$ cat src/rtl/mux2_rr_arbiter_pkg.sv
// Shared encodings for the two-requester round-robin mux arbiter.
package mux2_rr_arbiter_pkg;

  localparam int DEFAULT_DATA_W    = 8;
  localparam int DEFAULT_MAX_BURST = 4;

  // Arbiter states; the numeric values are part of the block's contract.
  typedef enum logic [1:0] {
    IDLE  = 2'd0,
    OWN_A = 2'd1,
    OWN_B = 2'd2
  } arb_state_e;

  // Identity of the requester served most recently (round-robin pointer).
  typedef enum logic {
    OWNER_A = 1'b0,
    OWNER_B = 1'b1
  } owner_e;

  // One-hot grant encodings presented on the grant port.
  localparam logic [1:0] GRANT_NONE = 2'b00;
  localparam logic [1:0] GRANT_A    = 2'b01;
  localparam logic [1:0] GRANT_B    = 2'b10;

endpackage

$ cat src/rtl/mux2_rr_arbiter_fsm.sv
// Ownership FSM: tracks the current owner, burst length and round-robin
// pointer, and produces the mux select, grant and per-requester readies.
module mux2_arb_fsm
  import mux2_rr_arbiter_pkg::*;
#(
  parameter int MAX_BURST = DEFAULT_MAX_BURST
) (
  input  logic       clk,
  input  logic       rst,
  input  logic       valid_a,
  input  logic       valid_b,
  input  logic       out_ready,
  output logic       ready_a,
  output logic       ready_b,
  output logic       out_valid,
  output logic       sel,
  output logic [1:0] grant
);

  // Counter value at which an accepted beat closes the burst.
  localparam logic [7:0] LAST_BEAT = 8'(MAX_BURST - 1);

  arb_state_e state_q, state_d;
  owner_e     last_q, last_d;
  logic       sel_q, sel_d;
  logic [7:0] cnt_q, cnt_d;
  logic       beat_a, beat_b;

  assign beat_a = valid_a & out_ready;
  assign beat_b = valid_b & out_ready;
  assign sel    = sel_q;

  // State, select, burst counter and pointer registers with synchronous reset;
  // the pointer starts at B so that A wins the first tie.
  always_ff @(posedge clk) begin
    if (rst) begin
      state_q <= IDLE;
      sel_q   <= 1'b0;
      cnt_q   <= 8'd0;
      last_q  <= OWNER_B;
    end else begin
      state_q <= state_d;
      sel_q   <= sel_d;
      cnt_q   <= cnt_d;
      last_q  <= last_d;
    end
  end

  // Next-state and handshake decode: only the owner sees out_ready, and a
  // release hands straight to the other requester when it is already waiting.
  always_comb begin
    state_d   = state_q;
    sel_d     = sel_q;
    cnt_d     = cnt_q;
    last_d    = last_q;
    ready_a   = 1'b0;
    ready_b   = 1'b0;
    out_valid = 1'b0;
    grant     = GRANT_NONE;
    case (state_q)
      IDLE: begin
        cnt_d = 8'd0;
        if (valid_a && (!valid_b || last_q == OWNER_B)) begin
          state_d = OWN_A;
          sel_d   = 1'b0;
        end else if (valid_b) begin
          state_d = OWN_B;
          sel_d   = 1'b1;
        end
      end
      OWN_A: begin
        out_valid = valid_a;
        ready_a   = out_ready;
        grant     = GRANT_A;
        if (beat_a) begin
          cnt_d = cnt_q + 8'd1;
        end
        if ((beat_a && cnt_q == LAST_BEAT) || !valid_a) begin
          last_d = OWNER_A;
          cnt_d  = 8'd0;
          if (valid_b) begin
            state_d = OWN_B;
            sel_d   = 1'b1;
          end else begin
            state_d = IDLE;
          end
        end
      end
      OWN_B: begin
        out_valid = valid_b;
        ready_b   = out_ready;
        grant     = GRANT_B;
        if (beat_b) begin
          cnt_d = cnt_q + 8'd1;
        end
        if ((beat_b && cnt_q == LAST_BEAT) || !valid_b) begin
          last_d = OWNER_B;
          cnt_d  = 8'd0;
          if (valid_a) begin
            state_d = OWN_A;
            sel_d   = 1'b0;
          end else begin
            state_d = IDLE;
          end
        end
      end
      default: begin
        state_d = IDLE;
      end
    endcase
  end

endmodule

$ cat src/rtl/mux_2to1.sv
// Single-bit 2:1 multiplexer cell: y follows a when sel=0, b when sel=1.
module mux_2to1 (
  input  logic a,
  input  logic b,
  input  logic sel,
  output logic y
);

  assign y = sel ? b : a;

endmodule

$ cat src/rtl/mux2_rr_arbiter.sv
// Round-robin arbiter sharing one bitwise 2:1 mux datapath between two
// streaming requesters, with bursts bounded to MAX_BURST beats per grant.
module mux2_rr_arbiter
  import mux2_rr_arbiter_pkg::*;
#(
  parameter int DATA_W    = DEFAULT_DATA_W,
  parameter int MAX_BURST = DEFAULT_MAX_BURST
) (
  input  logic              clk,
  input  logic              rst,
  input  logic              valid_a,
  input  logic [DATA_W-1:0] data_a,
  output logic              ready_a,
  input  logic              valid_b,
  input  logic [DATA_W-1:0] data_b,
  output logic              ready_b,
  output logic              out_valid,
  output logic [DATA_W-1:0] out_data,
  input  logic              out_ready,
  output logic              sel,
  output logic [1:0]        grant
);

  mux2_arb_fsm #(
    .MAX_BURST(MAX_BURST)
  ) u_fsm (
    .clk      (clk),
    .rst      (rst),
    .valid_a  (valid_a),
    .valid_b  (valid_b),
    .out_ready(out_ready),
    .ready_a  (ready_a),
    .ready_b  (ready_b),
    .out_valid(out_valid),
    .sel      (sel),
    .grant    (grant)
  );

  for (genvar i = 0; i < DATA_W; i++) begin : g_bit
    mux_2to1 u_mux (
      .a  (data_a[i]),
      .b  (data_b[i]),
      .sel(sel),
      .y  (out_data[i])
    );
  end

endmodule

$ cat config.mk
export PLATFORM = sky130hd
export DESIGN_NAME = mux2_rr_arbiter
export DESIGN_NICKNAME = d
export VERILOG_FILES = /design/src/rtl/mux2_rr_arbiter_pkg.sv /design/src/rtl/mux2_rr_arbiter_fsm.sv /design/src/rtl/mux_2to1.sv /design/src/rtl/mux2_rr_arbiter.sv
export SDC_FILE = /design/constraint.sdc
export NUM_CORES = 1
export LEC_CHECK = 0
export CORE_UTILIZATION = 46
export CTS_CLUSTER_DIAMETER = 100
export DETAILED_ROUTE_END_ITERATION = 12
export GPL_TIMING_DRIVEN = 0
export PLACE_DENSITY = 0.87
export SLEW_MARGIN = 20
export SYNTH_ARGS = -nofsm -noshare
export SYNTH_HDL_FRONTEND = slang
export SYNTH_SLANG_ARGS = --single-unit
$ cat constraint.sdc
create_clock -name clk -period 2.3 [get_ports clk]
set_input_delay 0.575 -clock clk [delete_from_list [all_inputs] [get_ports clk]]
set_output_delay 0.575 -clock clk [all_outputs]
set_load 0.1 [all_outputs]
==> implementation parameters, run 1 <==
Parameter                              Value

Global route
  Via count of the first global-routing pass ... 730
  Global-route wire length before repair ... 3220 um
  Number of antenna violations at the first check in global routing ... 0
  GRT overflow ... 0
  Global-route usage over all layers ... 0.212
  Largest net degree at the start of global routing ... 11

Detailed routing
  Sum of routed wire length over all layers ... 2230 um
  Per-cell routed wire length ... 13.8 um
  Post-route antenna net violation count ... 0
  Violation count after the first detailed-route iteration ... 18
  Drt drc ... 0
  First-pass detailed-route iteration total ... 4
  Routed via count ... 882
  Avg Vias per Cell ... 5.48

Timing
  Final cycle utilization of the critical path ... 0.982
  Setup violators final ... 0
  Post-route clock skew ... 0.0117 ns
  Max-slew headroom at the worst pin ... 0.364
  Final-report max-slew violation count ... 0
  F_max ... 443 MHz
  Final worst path period need ... 2.26 ns
  Final hold vios ... 0
  Setup repair after global routing missed its margin ... no
  Setup WS post-layout ... 0.0417 ns
  Pin slew with the least headroom to its limit ... 0.958 ns

Min path
  Path category of the worst min-delay check ... reg -> reg

Clock network
  Number of H-tree levels ... 1
  Clock sinks ... 12
  Clock latency on the worst-skew pair ... 0.28 ns
  Clock Pin Slew Worst Setup and Hold Paths ... 0.06 ns
  Number of buffers on the longest clock path ... 2
  Clock root buffer ... sky130_fd_sc_hd__clkbuf_4
  Number of buffers inserted during clock tree synthesis ... 3
  TritonCTS clock tree ... built

Cells and area
  Nets ... 165
  Post-layout utilization of the core ... 0.703
  Area grow syn2layout ... 38.8%
  Share of cells above drive strength 1 ... 0.331
  Diodes inserted ... 0
  Final instance area ... 1270 sq um

Setup path
  Worst EP required ... 1.73 ns
  Maximum cell stage delay along the critical path ... 0.46 ns
  Worst Path Max Fanout ... 1
  CP Class ... in -> out
  Sequence of cells on the critical path ... clkdlybuf4s50_1 -> mux2_2 -> buf_4 -> buf_2
  Cell with the largest stage delay on the worst path ... sky130_fd_sc_hd__clkdlybuf4s50_1
  Crit path launch type ... input port
  WP data arrival ... 1.68 ns
  Type of destination of the critical path ... primary output

Synth
  Number of synthesized register bits ... 12
  Sequential fraction of the synthesis area ... 0.263
  Area share of the largest cell type after synthesis ... 0.263
  Post-synth cell types ... 35
  Number of instances in the synthesized netlist ... 99
  Total nets after synthesis ... 126
  Cell area after synthesis ... 913 sq um
  Top post-synthesis cells by area ... sky130_fd_sc_hd__dfxtp_1 (26%), sky130_fd_sc_hd__mux2_2 (9.9%), sky130_fd_sc_hd__ha_1 (8.2%)
  Cell taking the most area after synthesis ... sky130_fd_sc_hd__dfxtp_1
  Warning count from the yosys run ... 0
  Synth Area per Inst ... 9.23 sq um

Die
  Die width ... 46.6 um
  Core Region ... 1800 sq um
  Overall die height ... 46.6 um
  Total die area ... 2170 sq um
  Floorplan row count ... 15
  Boundary pin count ... 35
  Initial cell density of the core ... 0.507

Place
  Post-Place Setup Slack ... -0.968 ns
  Port Buffer Count ... 33
  Post-DP Area ... 1280 sq um
  Detailed placer's ending HPWL ... 1700 um
  Weighted congestion reported at the end of routability-driven placement ... 0.867

Job
  # Max-Cap Violations ... 0

Power and ir drop
  Lkg Pwr ... 0.545 nW
  Maximum vdd ir drop ... 0.473 mV
  Total power per unit cell area ... 721 nW/um^2

Run status
  Run status ... finished clean
==> cell usage after synthesis <==
master and n:
sky130_fd_sc_hd__dfxtp_1 12, sky130_fd_sc_hd__buf_4 8, sky130_fd_sc_hd__mux2_2 8, sky130_fd_sc_hd__inv_1 7
sky130_fd_sc_hd__nor2_1 7, sky130_fd_sc_hd__a21oi_1 6, sky130_fd_sc_hd__ha_1 6, sky130_fd_sc_hd__xor2_1 6
sky130_fd_sc_hd__o21ai_0 5, sky130_fd_sc_hd__and2_1 3, sky130_fd_sc_hd__o211ai_1 3, sky130_fd_sc_hd__clkbuf_1 2
sky130_fd_sc_hd__nand2_1 2, sky130_fd_sc_hd__o2111ai_1 2, sky130_fd_sc_hd__o21ai_4 2, sky130_fd_sc_hd__a211o_1 1
sky130_fd_sc_hd__a221oi_1 1, sky130_fd_sc_hd__a22o_1 1, sky130_fd_sc_hd__a22oi_2 1, sky130_fd_sc_hd__a31o_1 1
sky130_fd_sc_hd__and4_1 1, sky130_fd_sc_hd__and4b_1 1, sky130_fd_sc_hd__mux2i_1 1, sky130_fd_sc_hd__nand2b_1 1
sky130_fd_sc_hd__nand3_1 1, sky130_fd_sc_hd__nand4bb_1 1, sky130_fd_sc_hd__nor2b_1 1, sky130_fd_sc_hd__o211a_1 1
sky130_fd_sc_hd__o21bai_1 1, sky130_fd_sc_hd__o31a_1 1, sky130_fd_sc_hd__o31ai_1 1, sky130_fd_sc_hd__o32ai_1 1
sky130_fd_sc_hd__o32ai_2 1, sky130_fd_sc_hd__or3_1 1, sky130_fd_sc_hd__or4_4 1
==> layout by cell type (no fill, tap or decap), types with 2 or more instances in the layout <==
master / Yosys / routed
sky130_fd_sc_hd__o2111ai_1: 2 / 2
sky130_fd_sc_hd__o21ai_0: 5 / 5
sky130_fd_sc_hd__clkbuf_2: 0 / 2
sky130_fd_sc_hd__nand2_1: 2 / 2
sky130_fd_sc_hd__a21oi_1: 6 / 6
sky130_fd_sc_hd__nor2_1: 7 / 7
sky130_fd_sc_hd__mux2_2: 8 / 8
sky130_fd_sc_hd__xor2_1: 6 / 6
sky130_fd_sc_hd__dfxtp_1: 12 / 10
sky130_fd_sc_hd__buf_2: 0 / 10
sky130_fd_sc_hd__ha_1: 6 / 4
sky130_fd_sc_hd__o211ai_1: 3 / 3
sky130_fd_sc_hd__dfxtp_2: 0 / 2
sky130_fd_sc_hd__buf_4: 8 / 9
sky130_fd_sc_hd__ha_2: 0 / 2
sky130_fd_sc_hd__dlymetal6s2s_1: 0 / 2
sky130_fd_sc_hd__inv_1: 7 / 7
sky130_fd_sc_hd__o21ai_4: 2 / 2
sky130_fd_sc_hd__clkbuf_4: 0 / 3
sky130_fd_sc_hd__and2_2: 0 / 2
sky130_fd_sc_hd__clkdlybuf4s50_1: 0 / 17
==> cell families (layout without fill, tap and decap cells) <==
family / after synthesis / after routing / synth area share
flops: 12 / 12 / 0.263
mux: 9 / 9 / 0.110
compound gates: 29 / 29 / 0.256
buf+inv: 17 / 54 / 0.103
xor+xnor: 6 / 6 / 0.0575
fa+ha+maj: 6 / 6 / 0.0822
simple gates: 20 / 20 / 0.129
==> flip-flops by register name, summed over array words and instances (netlist names) <==
register,flops
u_fsm.state_q,2
u_fsm.last_q,1
u_fsm.cnt_q,8
u_fsm.sel,1
==> worst paths after layout <==
kind	from	endpoint	slack [ns]	cells past startpoint
max	data_a[5]	out_data[5]	0.04	4
min	u_fsm.cnt_q[7]	u_fsm.cnt_q[7]	0.52	2
max reg2reg	u_fsm.state_q[1]	u_fsm.cnt_q[1]	0.53	6
min reg2reg	u_fsm.cnt_q[7]	u_fsm.cnt_q[7]	0.52	2
==> timing repair <==
item                                    CTS  global route
hold buffers                              0             0
endpoints found under the setup margin   14             3
gates resized for setup                  63             6
pin swaps                                 0             1
buffers inserted                          0             1
==> per-layer routing <==
| metal | global-route usage | vias up | routed length [um] |
|---|---|---|---|
| li1 | - | 428 | - |
| met1 | 0.263 | 428 | 935 |
| met2 | 0.333 | 18 | 1170 |
| met3 | 0.0667 | 8 | 77 |
| met4 | 0.0882 | 0 | 46 |
| met5 | 0 | - | 0 |
==> critical path, delay by kind of cell <==
kind,cells,cell delay [ns]
mux,1,0.15
buf+inv,3,0.96
==> metrics by stage <==
stage | hold slack, ns | setup TNS [ns] | total power [mW] | instances
global placement | 0.485 | -7.09 | 0.797 | 157
detailed placement | 0.506 | -7.27 | 0.809 | 157
finish | 0.520 | 0 | 0.913 | 161
CTS | 0.519 | -0.0821 | 0.915 | 160
floorplan | 0.467 | -0.0287 | 0.679 | 99
global route | 0.551 | 0 | 0.954 | 161
==> where the power goes <==
| part | total (mW) | internal (mW) | switching, mW | leakage (nW) |
|---|---|---|---|---|
| logic | 0.548 | 0.163 | 0.385 | 0.433 |
| registers | 0.235 | 0.224 | 0.0119 | 0.0981 |
| clock network | 0.130 | 0.0608 | 0.0696 | 0.0138 |
| total | 0.913 | 0.447 | 0.467 | 0.545 |
==> cell type report <==
cell class	count	area (sq um)
inverter	7	26.3
buffer	10	68.8
multi-input combinational	70	587
tap	25	31.3
fill	152	534
clock buffer	3	22.5
sequential	12	243
timing repair buffer	34	289
Note: power is estimated with default switching activity, not from simulation.
==> inputs of run 2 (changes only) <==
==> constraint.sdc (replaced) <==
create_clock -name clk -period 2.8 [get_ports clk]
set_input_delay 0.7 -clock clk [delete_from_list [all_inputs] [get_ports clk]]
set_output_delay 0.7 -clock clk [all_outputs]
set_load 0.1 [all_outputs]
==> implementation parameters, run 2 (synthesized netlist as in run 1, its figures left out) <==
Parameter                              Value

Die
  Total die area ... 2170 sq um
  Overall die height ... 46.6 um
  Die width ... 46.6 um
  Floorplan row count ... 15
  Boundary pin count ... 35
  Core Region ... 1800 sq um
  Initial cell density of the core ... 0.507

Timing
  Pin slew with the least headroom to its limit ... 0.979 ns
  Setup repair after global routing missed its margin ... no
  Final hold vios ... 0
  Post-route clock skew ... 0.00670 ns
  Final worst path period need ... 2.70 ns
  Final cycle utilization of the critical path ... 0.965
  Setup WS post-layout ... 0.0990 ns
  Setup violators final ... 0
  F_max ... 370 MHz
  Final-report max-slew violation count ... 0
  Max-slew headroom at the worst pin ... 0.345

Cells and area
  Share of cells above drive strength 1 ... 0.267
  Final instance area ... 1310 sq um
  Diodes inserted ... 0
  Register with the highest flop count ... u_fsm.cnt_q
  Top Registers ... u_fsm.cnt_q: 8 flops, u_fsm.state_q: 2 flops
  Highest-count cells in the layout ignoring fill and taps ... sky130_fd_sc_hd__clkdlybuf4s50_1 (20), sky130_fd_sc_hd__dfxtp_1 (12), sky130_fd_sc_hd__buf_4 (9)
  Nets ... 164
  Final standard cell count with taps included and fillers excluded ... 160
  Max FFs per register ... 8
  Most common library cell in the layout ignoring fill and taps ... sky130_fd_sc_hd__clkdlybuf4s50_1
  Area grow syn2layout ... 42.9%

Detailed routing
  First-pass detailed-route iteration total ... 4
  Amount of wire on met3 after detailed routing ... 80 um
  Top Layer Used ... met4
  Sum of routed wire length over all layers ... 2270 um
  Per-cell routed wire length ... 14.2 um
  Routed via count ... 879
  Routed length on met2 ... 1220 um
  DRT met1 WL ... 912 um
  Avg Vias per Cell ... 5.49
  Violation count after the first detailed-route iteration ... 9
  Post-route antenna net violation count ... 0
  Drt drc ... 0

Setup path
  Cell with the largest stage delay on the worst path ... sky130_fd_sc_hd__clkdlybuf4s15_1
  Crit path launch type ... input port
  Sequence of cells on the critical path ... clkbuf_1 -> and2_1 -> clkdlybuf4s15_1
  Worst EP required ... 2.10 ns
  WP data arrival ... 2.00 ns
  Worst Path Max Fanout ... 10
  CP Class ... in -> out
  Type of destination of the critical path ... primary output
  Number of buffer and inverter instances along the worst setup path ... 2
  Category of cells accounting for the largest share of critical-path delay ... buffers and inverters
  Maximum cell stage delay along the critical path ... 0.82 ns

Job
  # Max-Cap Violations ... 0

Clock network
  Hold-fix buffers, CTS ... 0
  Clock latency on the worst-skew pair ... 0.27 ns
  Number of buffers on the longest clock path ... 2
  Number of buffers inserted during clock tree synthesis ... 3
  Number of H-tree levels ... 1
  Clock root buffer ... sky130_fd_sc_hd__clkbuf_4
  Clock Pin Slew Worst Setup and Hold Paths ... 0.07 ns
  Post-CTS setup-driven buffer insertion count ... 0
  TritonCTS clock tree ... built
  Clock sinks ... 12

Power and ir drop
  Maximum vdd ir drop ... 0.342 mV
  Sequential group share of total power ... 0.254
  Proportion of total power due to net switching ... 0.504
  Internal power ... 376 uW
  Logic gate share of total power ... 0.610
  Net switching power ... 383 uW
  Total power per unit cell area ... 582 nW/um^2
  Lkg Pwr ... 0.540 nW
  Fraction of power consumed by the clock network ... 0.136

Place
  Post-DP Area ... 1280 sq um
  Weighted congestion reported at the end of routability-driven placement ... 0.863
  Cell count after placement ... 157
  Port Buffer Count ... 33
  Detailed placer's ending HPWL ... 1720 um
  Post-Place Setup Slack ... -0.731 ns

Global route
  Number of antenna violations at the first check in global routing ... 0
  Global-route wire length before repair ... 3620 um
  Global-route usage over all layers ... 0.236
  Via count of the first global-routing pass ... 779
  GRT overflow ... 0
  Largest net degree at the start of global routing ... 11

Run status
  Run status ... finished clean

Min path
  Path category of the worst min-delay check ... reg -> reg
[run 2: cell types whose count changed in the layout (fill, tap and decap cells not counted), moves of 2 or more]
cell,previous run,this run
sky130_fd_sc_hd__dfxtp_2,2,0
sky130_fd_sc_hd__buf_2,10,0
sky130_fd_sc_hd__clkdlybuf4s50_1,17,20
sky130_fd_sc_hd__and2_1,1,3
sky130_fd_sc_hd__dfxtp_1,10,12
sky130_fd_sc_hd__clkdlybuf4s15_2,1,8
sky130_fd_sc_hd__and2_2,2,0
[run 2: area by class of cell]
cell class,instances,area [sq um]
Clock buffer,3,22.5
Sequential cell,12,240
Inverter,7,26.3
Tap cell,25,31.3
Fill cell,141,497
Multi-Input combinational cell,70,582
Buffer,10,68.8
Timing Repair Buffer,33,334
[run 2: worst reg2reg max path: cells and delay by family, from the launching register on]
kind	cells	cell delay, ns
flip-flops	1	0.42
AND/OR/NAND/NOR	1	0.08
AO/OA/AOI/OAI	3	0.90
adder cells (fa/ha/maj)	1	0.28
buffers and inverters	1	0.11
[run 2: power groups by stage]
stage,registers (mW),clock network [mW],logic [mW]
final,0.192,0.103,0.463
after global routing,0.194,0.115,0.484
after CTS,0.192,0.108,0.461
after detailed placement,0.196,0,0.468
after global placement,0.195,0,0.459
after floorplan,0.215,0,0.341
[run 2: stage by stage]
stage | util | total power, mW | TNS, ns | hold WS (ns)
finish | 0.724 | 0.759 | 0 | 0.514
global route | 0.724 | 0.794 | 0 | 0.568
CTS | 0.724 | 0.761 | 0 | 0.515
detailed placement | 0.709 | 0.664 | -4.40 | 0.498
global placement | 0.709 | 0.654 | -4.27 | 0.485
floorplan | - | 0.556 | 0 | 0.467
[run 2: per-layer routing]
| metal | vias up | global-route usage |
|---|---|---|
| met4 | 0 | 0.112 |
| met2 | 23 | 0.372 |
| met3 | 6 | 0.0706 |
| met5 | - | 0 |
| li1 | 427 | - |
| met1 | 423 | 0.290 |
[run 2: worst paths after layout]
path / cells after the start / end / slack, ns / from
max: 3 / ready_a / 0.1 / out_ready
min: 2 / u_fsm.cnt_q[6] / 0.51 / u_fsm.cnt_q[6]
max reg2reg: 6 / u_fsm.cnt_q[1] / 0.88 / u_fsm.state_q[0]
min reg2reg: 2 / u_fsm.cnt_q[6] / 0.51 / u_fsm.cnt_q[6]
[run 2: repair_timing]
item,4_1_cts,5_1_grt
pin swaps,0,0
gates resized for setup,33,6
setup endpoints to repair,12,7
